--- src/rtl/mult8x8_ctrl_pkg.sv ---
// Shared definitions for the 8x8 sequential multiplier: state codes, mux and
// shifter select constants, and the Moore output decode used by the controller.
package mult_pkg;

  typedef enum logic [2:0] {
    ST_IDLE = 3'd0,
    ST_CLR  = 3'd1,
    ST_LSB  = 3'd2,
    ST_MID  = 3'd3,
    ST_MSB  = 3'd4,
    ST_DONE = 3'd5
  } state_e;

  // input_sel bit0 picks the A nibble, bit1 picks the B nibble (1 = high nibble)
  localparam logic [1:0] SEL_LL = 2'b00;
  localparam logic [1:0] SEL_HL = 2'b01;
  localparam logic [1:0] SEL_LH = 2'b10;
  localparam logic [1:0] SEL_HH = 2'b11;

  localparam logic [1:0] SHIFT_0 = 2'd0;
  localparam logic [1:0] SHIFT_4 = 2'd1;
  localparam logic [1:0] SHIFT_8 = 2'd2;

  typedef struct packed {
    logic [1:0] input_sel;
    logic [1:0] shift_sel;
    logic       clk_ena;
    logic       sclr_n;
    logic       busy;
    logic       done;
  } ctrl_out_t;

  function automatic ctrl_out_t decode_outputs(state_e st, logic mid_cnt);
    ctrl_out_t o;
    o.input_sel = SEL_LL;
    o.shift_sel = SHIFT_0;
    o.clk_ena   = 1'b0;
    o.sclr_n    = 1'b1;
    o.busy      = 1'b0;
    o.done      = 1'b0;
    case (st)
      ST_CLR: begin
        o.clk_ena = 1'b1;
        o.sclr_n  = 1'b0;
        o.busy    = 1'b1;
      end
      ST_LSB: begin
        o.clk_ena = 1'b1;
        o.busy    = 1'b1;
      end
      ST_MID: begin
        o.clk_ena   = 1'b1;
        o.busy      = 1'b1;
        o.input_sel = mid_cnt ? SEL_LH : SEL_HL;
        o.shift_sel = SHIFT_4;
      end
      ST_MSB: begin
        o.clk_ena   = 1'b1;
        o.busy      = 1'b1;
        o.input_sel = SEL_HH;
        o.shift_sel = SHIFT_8;
      end
      ST_DONE: o.done = 1'b1;
      default: ;
    endcase
    return o;
  endfunction

endpackage

--- src/rtl/mult8x8_ctrl_if.sv ---
// Control bundle between the multiplier controller (master) and the datapath (slave).
interface mult8x8_ctrl_if;

  logic       start;
  logic [1:0] input_sel;
  logic [1:0] shift_sel;
  logic       clk_ena;
  logic       sclr_n;
  logic       busy;
  logic       done;
  logic [2:0] state_out;

  modport master (
    input  start,
    output input_sel,
    output shift_sel,
    output clk_ena,
    output sclr_n,
    output busy,
    output done,
    output state_out
  );

  modport slave (
    output start,
    input  input_sel,
    input  shift_sel,
    input  clk_ena,
    input  sclr_n,
    input  busy,
    input  done,
    input  state_out
  );

endinterface

--- src/rtl/mult8x8_ctrl.sv ---
// Control FSM for the 8x8 sequential multiplier: one clear cycle then four
// shifted 4x4 partial-product accumulations, with glitch-free registered outputs.
module mult8x8_ctrl
  import mult_pkg::*;
(
  input  logic             clk,
  input  logic             aclr_n,
  mult8x8_ctrl_if.master   bus
);

  localparam ctrl_out_t OUT_RESET = '{
    input_sel: SEL_LL,
    shift_sel: SHIFT_0,
    clk_ena:   1'b0,
    sclr_n:    1'b1,
    busy:      1'b0,
    done:      1'b0
  };

  state_e    state_q, state_d;
  logic      mid_cnt_q, mid_cnt_d;
  ctrl_out_t out_q, out_d;

  // Outputs are decoded from the next state and registered alongside it, so
  // they always match the registered state without any path from start.
  always_comb begin
    state_d   = state_q;
    mid_cnt_d = 1'b0;
    case (state_q)
      ST_IDLE: state_d = bus.start ? ST_CLR : ST_IDLE;
      ST_CLR:  state_d = ST_LSB;
      ST_LSB:  state_d = ST_MID;
      ST_MID: begin
        if (mid_cnt_q) begin
          state_d = ST_MSB;
        end else begin
          state_d   = ST_MID;
          mid_cnt_d = 1'b1;
        end
      end
      ST_MSB:  state_d = ST_DONE;
      ST_DONE: state_d = bus.start ? ST_CLR : ST_IDLE;
      default: state_d = ST_IDLE;
    endcase
    out_d = decode_outputs(state_d, mid_cnt_d);
  end

  always_ff @(posedge clk or negedge aclr_n) begin
    if (!aclr_n) begin
      state_q   <= ST_IDLE;
      mid_cnt_q <= 1'b0;
      out_q     <= OUT_RESET;
    end else begin
      state_q   <= state_d;
      mid_cnt_q <= mid_cnt_d;
      out_q     <= out_d;
    end
  end

  assign bus.input_sel = out_q.input_sel;
  assign bus.shift_sel = out_q.shift_sel;
  assign bus.clk_ena   = out_q.clk_ena;
  assign bus.sclr_n    = out_q.sclr_n;
  assign bus.busy      = out_q.busy;
  assign bus.done      = out_q.done;
  assign bus.state_out = state_q;

endmodule

--- src/flat_wrapper.sv ---
// flat-port wrapper written by rule: the top's interface ports become plain ports
module mult8x8_ctrl_flat import mult_pkg::*;
  (clk, aclr_n, bus_start, bus_input_sel, bus_shift_sel, bus_clk_ena, bus_sclr_n, bus_busy, bus_done, bus_state_out);
  mult8x8_ctrl_if bus_i ();
  input  logic clk;
  input  logic aclr_n;
  input wire logic [$bits(bus_i.start)-1:0] bus_start;
  output wire logic [$bits(bus_i.input_sel)-1:0] bus_input_sel;
  output wire logic [$bits(bus_i.shift_sel)-1:0] bus_shift_sel;
  output wire logic [$bits(bus_i.clk_ena)-1:0] bus_clk_ena;
  output wire logic [$bits(bus_i.sclr_n)-1:0] bus_sclr_n;
  output wire logic [$bits(bus_i.busy)-1:0] bus_busy;
  output wire logic [$bits(bus_i.done)-1:0] bus_done;
  output wire logic [$bits(bus_i.state_out)-1:0] bus_state_out;
  assign bus_i.start = bus_start;
  assign bus_input_sel = bus_i.input_sel;
  assign bus_shift_sel = bus_i.shift_sel;
  assign bus_clk_ena = bus_i.clk_ena;
  assign bus_sclr_n = bus_i.sclr_n;
  assign bus_busy = bus_i.busy;
  assign bus_done = bus_i.done;
  assign bus_state_out = bus_i.state_out;
  mult8x8_ctrl u_core (.clk(clk), .aclr_n(aclr_n), .bus(bus_i));
endmodule
--- config.mk ---
export PLATFORM = sky130hd
export DESIGN_NAME = mult8x8_ctrl_flat
export DESIGN_NICKNAME = d
export VERILOG_FILES = /design/src/rtl/mult8x8_ctrl_pkg.sv /design/src/rtl/mult8x8_ctrl_if.sv /design/src/rtl/mult8x8_ctrl.sv /design/src/flat_wrapper.sv
export SDC_FILE = /design/constraint.sdc
export NUM_CORES = 1
export LEC_CHECK = 0
export ABC_AREA = 1
export ABC_CLOCK_PERIOD_IN_PS = 2850
export BUFFER_PORTS_ARGS = -buffer_cell sky130_fd_sc_hd__buf_4
export CAP_MARGIN = 0
export CORE_AREA = 2 2 39 41
export DETAILED_ROUTE_END_ITERATION = 8
export DIE_AREA = 0 0 41 43
export GPL_TIMING_DRIVEN = 0
export MAX_ROUTING_LAYER = met4
export SLEW_MARGIN = 15
export SYNTH_ARGS = -nofsm -noshare
export SYNTH_HDL_FRONTEND = slang
export SYNTH_SLANG_ARGS = --single-unit
--- constraint.sdc ---
create_clock -name clk -period 2.85 [get_ports clk]
set_clock_uncertainty 0.05 [all_clocks]
set_input_delay 0.285 -clock clk [delete_from_list [all_inputs] [get_ports clk]]
set_output_delay 0.285 -clock clk [all_outputs]
set_load 0.01 [all_outputs]
==> metrics.md, run 1 <==
| Metric | Value |
|---|---|
| Synth Instances | 40 |
| Setup TNS | 0 ps |
| Buf+Inv Stages, Crit Path | 1 |
| Antenna viol nets, final | 0 |
| Final worst path period need | 1230 ps |
| Yosys warnings | 0 |
| Cell Rows | 14 |
| Max cap viols | 0 |
| Mapped Avg Cell Area | 10.3 um^2 |
| CP cell instances | buf_4 |
| Syn Std Cell Area | 412 um^2 |
| Die Y-Extent | 43 um |
| Sequential cell area | 277 um^2 |
| IR Drop Worst-Case VDD | 312 uV |
| Die Area | 1760 um^2 |
| First-pass GRT wire length | 1010 um |
| Setup violators final | 0 |
| Vias per cell | 4.14 |
| Req. time, crit path | 2520 ps |
| Worst hold stages | 2 |
| Number of diodes | 0 |
| Fill cell count | 143 |
| Syn nets | 43 |
| Critical path capture point type | output port |
| CP Class | reg -> out |
| Seq/Total Area, Yosys | 0.672 |
| Worst path max stage delay | 470 ps |
| Residual DRC | 0 |
| I/O Buffers | 13 |
| TritonCTS clock tree | done |
| Worst Reg-to-Reg Cells | 6 |
| Fin crit share | 0.431 |
| CP Launch Type | flop |
| Final Hold Fails | 0 |
| Clock slew at reported path FFs | 60 ps |
| Total track usage | 0.0977 |
| Levels on crit path | 1 |
| DR WL/cell | 8.99 um |
| Congestion Overflow GR | 0 |
| Final Slew Violations | 0 |
| Starting Density | 0.297 |
| Largest net degree at the start of global routing | 12 |
| CP max FO | 6 |
| Root Buffer | clkbuf_4 |
| Vias in the first global route | 244 |
| Tightest Pin Transition | 238 ps |
| Worst-Skew Late Latency | 260 ps |
| CTS buffer count | 3 |
| Die extent in x | 41 um |
| Placeable Area | 1380 um^2 |
| Max Root-Sink Buffers | 2 |
| Commonest non-fill, non-tap cell in the layout | buf_4 |
| Pleak | 0.334 nW |
| Commonest cells after routing, fill and taps aside | buf_4 (14), nand2_1 (10), dfrtp_1 (10) |
| Routability cong. | 0.754 |
| Status | finished clean |
| Min-delay worst type | in -> reg |
| Multi-input logic area | 97.6 um^2 |
| WP data arrival | 890 ps |
| Post-DP HPWL | 522 um |
| Cell family with most CP delay | flip-flops |
| FF+latch count, synth | 11 |
| Unrepaired setup endpoints after global routing | false |
| Drt first pass iters | 4 |
| Vias post-DR | 306 |
| Number of I/O pins | 14 |
| H-tree lvl count | 1 |
| Final nets | 62 |
| Initial antenna violation count | 0 |
| Initial DRC Count | 4 |
| Share of post-route cells with drive strength above 1 | 0.414 |
| Pwr dens | 1120 nW/um^2 |
| Cell variety after synth | 12 |
| Relative slew slack | 0.841 |
| Final wirelength | 665 um |
| Clk sinks | 11 |
| Finished Core Util | 0.409 |
| Cell with the largest stage delay on the worst path | dfrtp_1 |
| Fmax | 814 MHz |
| Area growth syn-to-layout | 37.4% |
[power breakdown]
| part | total [mW] | internal (mW) | switching, mW |
|---|---|---|---|
| Combinational | 0.268 | 0.131 | 0.138 |
| Sequential | 0.266 | 0.220 | 0.0464 |
| Clock | 0.0996 | 0.0540 | 0.0456 |
[flip-flops by register name, summed over array words and instances, names as in the netlist]
signal,count
u_core.bus.done,1
u_core.mid_cnt_q,1
u_core.bus.sclr_n,1
u_core.bus.busy,1
u_core.bus.state_out,3
u_core.bus.shift_sel,2
u_core.bus.input_sel,2
[area by class of cell]
cell class | count | share of cell area
Inverter | 8 | 0.0531
Buffer | 1 | 0.0133
Multi-Input combinational cell | 20 | 0.173
Tap cell | 16 | 0.0354
Timing Repair Buffer | 14 | 0.190
Clock buffer | 4 | 0.0465
Sequential cell | 11 | 0.489
[what timing repair did]
action | in CTS | in global routing
setup buffers | 0 | 0
resized for setup | 0 | 0
hold endpoints to repair | 11 | 0
hold buffers | 1 | 0
[metrics by stage]
| stage | hold slack (ps) | instance area, um^2 | instances | power, mW | setup slack (ps) |
|---|---|---|---|---|---|
| finish | 186 | 566 | 74 | 0.635 | 1620 |
| CTS | 182 | 566 | 74 | 0.645 | 1590 |
| detailed placement | 73.4 | 529 | 69 | 0.543 | 1800 |
| global placement | 70.6 | 529 | 69 | 0.537 | 1810 |
| floorplan | -60.6 | 412 | 40 | 0.419 | 1850 |
| global route | 168 | 566 | 74 | 0.694 | 1550 |
[cells in the mapped netlist]
cell / count / area [um^2]
dfrtp_1: 10 / 250
nand2_1: 10 / 37.5
inv_1: 6 / 22.5
nand3_1: 3 / 15.0
inv_2: 2 / 7.51
nand3_2: 2 / 20.0
nor2_1: 2 / 7.51
buf_4: 1 / 7.51
dfstp_2: 1 / 26.3
nand2_2: 1 / 6.26
nor2_2: 1 / 6.26
o21ai_0: 1 / 5.00
[final timing paths]
| kind | start | endpoint | slack [ps] |
|---|---|---|---|
| worst min-delay path | bus_start | u_core.bus.sclr_n$_DFF_PN1_ | 190 |
| worst max register to register | u_core.bus.state_out[1]$_DFF_PN0_ | u_core.bus.state_out[0]$_DFF_PN0_ | 1800 |
| max in group asynchronous | aclr_n | u_core.bus.sclr_n$_DFF_PN1_ | 2190 |
| min in group asynchronous | aclr_n | u_core.mid_cnt_q$_DFF_PN0_ | 340 |
| worst min register to register | u_core.mid_cnt_q$_DFF_PN0_ | u_core.bus.shift_sel[1]$_DFF_PN0_ | 460 |
| worst max-delay path | u_core.bus.state_out[2]$_DFF_PN0_ | bus_state_out[2] | 1620 |
[layer usage]
layer	part of all wire	global-route usage	wire, um
met1	0.44	0.106	291
met2	0.45	0.128	300
met3	0.081	0.0157	54
met4	0.029	0.120	19
met5	0	-	0
[logic make-up after synthesis]
kind of cell | Yosys count | share of synthesized area
compound gates | 1 | 0.0121
buf+inv | 9 | 0.0912
flops | 11 | 0.672
simple gates | 19 | 0.225
No activity file was read; power rests on OpenSTA's default activity.
==> run 2, diff against run 1 <==
ABC_AREA = 0   (was 1)
ABC_CLOCK_PERIOD_IN_PS = 1120   (was 2850)
clock period = 1.12 ns   (was 2.85 ns; I/O delays follow)
==> metrics.md, run 2 <==
| Metric | Value |
|---|---|
| Relative slew slack | 0.889 (+0.0477) |
| Synth Instances | 39 (-2.5%) |
| Commonest non-fill, non-tap cell in the layout | buf_4 |
| Area growth syn-to-layout | 42.7% |
| I/O Buffers | 13 (unchanged) |
| Root Buffer | clkbuf_4 |
| CP Class | reg -> reg |
| Synth cell count leaders | dfrtp_1 (10), a21oi_1 (4), inv_1 (4), nor2_1 (4) |
| Unrepaired setup endpoints after global routing | false |
| FF-to-FF Start | u_core.bus.state_out[0]$_DFF_PN0_ |
| Seq/Total Area, Yosys | 0.633 (-0.0385) |
| Starting Density | 0.316 (+0.0181) |
| Placeable Area | 1380 um^2 (unchanged) |
| Min-delay worst type | in -> async |
| Worst Reg-to-Reg Cells | 4 (-2) |
| Post-route cell area | 623 um^2 (+10%) |
| Sw power | 614 uW (+170%) |
| Die Y-Extent | 43 um (unchanged) |
| Largest register FFs | 3 (unchanged) |
| Critical path capture point type | flop |
| Vias per cell | 4.36 (+5.3%) |
| Max cap viols | 0 (unchanged) |
| Worst path max stage delay | 350 ps (-120 ps) |
| Final worst path period need | 1070 ps |
| Req. time, crit path | 1220 ps (-1300 ps) |
| Vias in the first global route | 282 (+16%) |
| Switching Fraction | 0.344 (-0.0181) |
| Fmax | 935 MHz |
| Clk sinks | 11 (unchanged) |
| Placement Cell Area | 557 um^2 (+5.2%) |
| Clock slew at reported path FFs | 70 ps (about the same) |
| Pwr dens | 2860 nW/um^2 (+160%) |
| Number of diodes | 0 (unchanged) |
| Final Slew Violations | 0 (unchanged) |
| TritonCTS clock tree | done |
| FF+latch count, synth | 11 (unchanged) |
| Finished Core Util | 0.450 (+0.0416) |
| Setup TNS | 0 ps (unchanged) |
| Syn nets | 42 (-2.3%) |
| Cell with the largest stage delay on the worst path | dfrtp_1 |
| CP cell instances | buf_4, nor2_2, and2_4, or2_1 |
| Pleak | 0.309 nW (-7.3%) |
| Setup violators final | 0 (unchanged) |
| Drt first pass iters | 4 (unchanged) |
| Synth top area cells | dfrtp_1 (57%), dfstp_2 (6.0%), a21oi_1 (4.6%) |
| Reg2reg setup slack | 50 ps (-1750 ps) |
| H-tree lvl count | 1 (unchanged) |
| Cell variety after synth | 18 (+6) |
| Largest net degree at the start of global routing | 12 (unchanged) |
| Mapped Avg Cell Area | 11.2 um^2 (+8.8%) |
| Vias post-DR | 331 (+8.2%) |
| Commonest cells after routing, fill and taps aside | buf_4 (17), dfrtp_1 (9), inv_1 (4), nor2_1 (4), a21oi_1 (4) |
| First-pass GRT wire length | 1120 um (+10%) |
| Residual DRC | 0 (unchanged) |
| Top_reg_cell synth | dfrtp_1 |
| Final wirelength | 763 um (+15%) |
| Status | finished clean |
| Tightest Pin Transition | 165 ps (-73.4 ps) |
| P_int | 1.17 mW (+190%) |
| CTS buffer count | 3 (unchanged) |
| IR Drop Worst-Case VDD | 881 uV (+180%) |
| Worst-Skew Late Latency | 260 ps (about the same) |
| Final nets | 64 (+3.2%) |
| DR WL/cell | 10.0 um (+12%) |
| Cell Rows | 14 (unchanged) |
| Congestion Overflow GR | 0 (unchanged) |
| CP max FO | 10 (+4) |
| Die Area | 1760 um^2 (unchanged) |
| Sequential share of power | 0.374 (-0.046) |
| Fin crit share | 0.955 |
| Total track usage | 0.109 (+0.0115) |
| Yosys warnings | 0 (unchanged) |
| Routability cong. | 0.773 (+2.5%) |
| Die extent in x | 41 um (unchanged) |
| CP Launch Type | flop |
| Post-DP HPWL | 516 um (-1.1%) |
| Post-synth EDFFs | 0 (unchanged) |
| Yosys top cell area share | 0.573 (-0.0348) |
| Initial DRC Count | 5 (+1) |
| Syn Std Cell Area | 437 um^2 (+6.1%) |
| Share of post-route cells with drive strength above 1 | 0.433 (+0.0195) |
| Max Root-Sink Buffers | 2 (unchanged) |
| Number of I/O pins | 14 (unchanged) |
| Initial antenna violation count | 0 (unchanged) |
| Async set-or-reset flop fraction in the synthesized netlist | 1.00 (unchanged) |
| WP data arrival | 1170 ps (+280 ps) |
| Top-count cell post-synth | dfrtp_1 |
| Clk network pwr share | 0.147 (-0.010) |
| Combinational Power Share | 0.479 (+0.056) |
| Final Hold Fails | 0 (unchanged) |
| Antenna viol nets, final | 0 (unchanged) |
| Synth area leader | dfrtp_1 |
| Worst R2R End | u_core.bus.state_out[2]$_DFF_PN0_ |
[run 2: cell count changes in the layout (fill, tap and decap cells not counted), sizes merged, moves of 2 or more]
| cell | previous run | this run |
|---|---|---|
| a21oi | 0 | 4 |
| inv | 8 | 4 |
| buf | 14 | 18 |
| nor3 | 0 | 2 |
| nand2 | 11 | 1 |
| nand3 | 5 | 1 |
| nor2 | 3 | 5 |
[run 2: area by class of cell]
| cell class | count | area [um^2] |
|---|---|---|
| fillers | 129 | 761 |
| flip-flops and latches | 11 | 278 |
| repair buffers | 17 | 133 |
| multi-input cells | 21 | 125 |
| clock buffers | 4 | 26.3 |
| plain buffers | 3 | 26.3 |
| well taps | 16 | 20.0 |
| inverters | 4 | 15.0 |
[run 2: how the worst max path moves through the flow]
| stage | from | end | slack (ps) | depth (start not counted) |
|---|---|---|---|---|
| finish | u_core.bus.state_out[0]$_DFF_PN0_ | u_core.bus.state_out[2]$_DFF_PN0_ | 50 | 4 |
| CTS | u_core.bus.state_out[1]$_DFF_PN0_ | bus_state_out[1] | 7 | 1 |
| global route | u_core.bus.state_out[0]$_DFF_PN0_ | u_core.bus.state_out[2]$_DFF_PN0_ | 0.1 | 4 |
| global placement | u_core.bus.state_out[1]$_DFF_PN0_ | u_core.bus.state_out[2]$_DFF_PN0_ | 30 | 3 |
| floorplan | u_core.bus.state_out[0]$_DFF_PN0_ | u_core.bus.state_out[2]$_DFF_PN0_ | 20 | 4 |
| detailed placement | u_core.bus.state_out[2]$_DFF_PN0_ | u_core.bus.state_out[2]$_DFF_PN0_ | 30 | 4 |
[run 2: kinds of logic (layout without fill, tap and decap cells)]
logic type                count (synthesis)  after routing  share of synthesized area
AOI/OAI and AO/OA                         8              8                      0.109
and+or+nand+nor                          12             12                      0.158
DFF                                      11             11                      0.633
xor gates and xnor gates                  1              1                     0.0201
buffers and inverters                     7             28                     0.0802
[run 2: power groups by stage]
stage               Sequential [mW]  Combinational, mW  Clock, mW
global placement              0.668              0.792          0
detailed placement            0.668              0.801          0
finish                        0.667              0.854      0.262
CTS                           0.661              0.808      0.275
floorplan                     0.735              0.416          0
global route                  0.687              0.964      0.295
[run 2: through the flow]
stage          hold slack [ps]  power [mW]  setup WS (ps)  instances
6_report                   168        1.78           50.4         76
5_1_grt                    175        1.95          0.142         76
4_1_cts                    158        1.74           6.76         74
3_5_place_dp             -96.8        1.47           31.9         68
3_3_place_gp              -100        1.46           30.0         68
2_1_floorplan             -234        1.15           22.3         39
[run 2: repair_timing]
action	4_1_cts	5_1_grt
setup endpoints to repair	0	3
buffers inserted	0	2
hold buffers	2	0
endpoints found under the hold margin	12	0
resized for setup	0	2
[run 2: critical path: cells and delay by family (launching register included)]
family | cells | cell delay (ps)
flops | 1 | 350
simple gates | 3 | 390
buf+inv | 1 | 170
[run 2: routing by layer]
| metal | wire (um) | vias up | global-route usage | share of wire |
|---|---|---|---|---|
| met5 | 0 | - | - | 0 |
| met4 | 14 | 0 | 0.120 | 0.018 |
| met3 | 39 | 2 | 0.0471 | 0.051 |
| met2 | 365 | 10 | 0.131 | 0.48 |
| met1 | 343 | 152 | 0.120 | 0.45 |
| li1 | - | 167 | - | - |
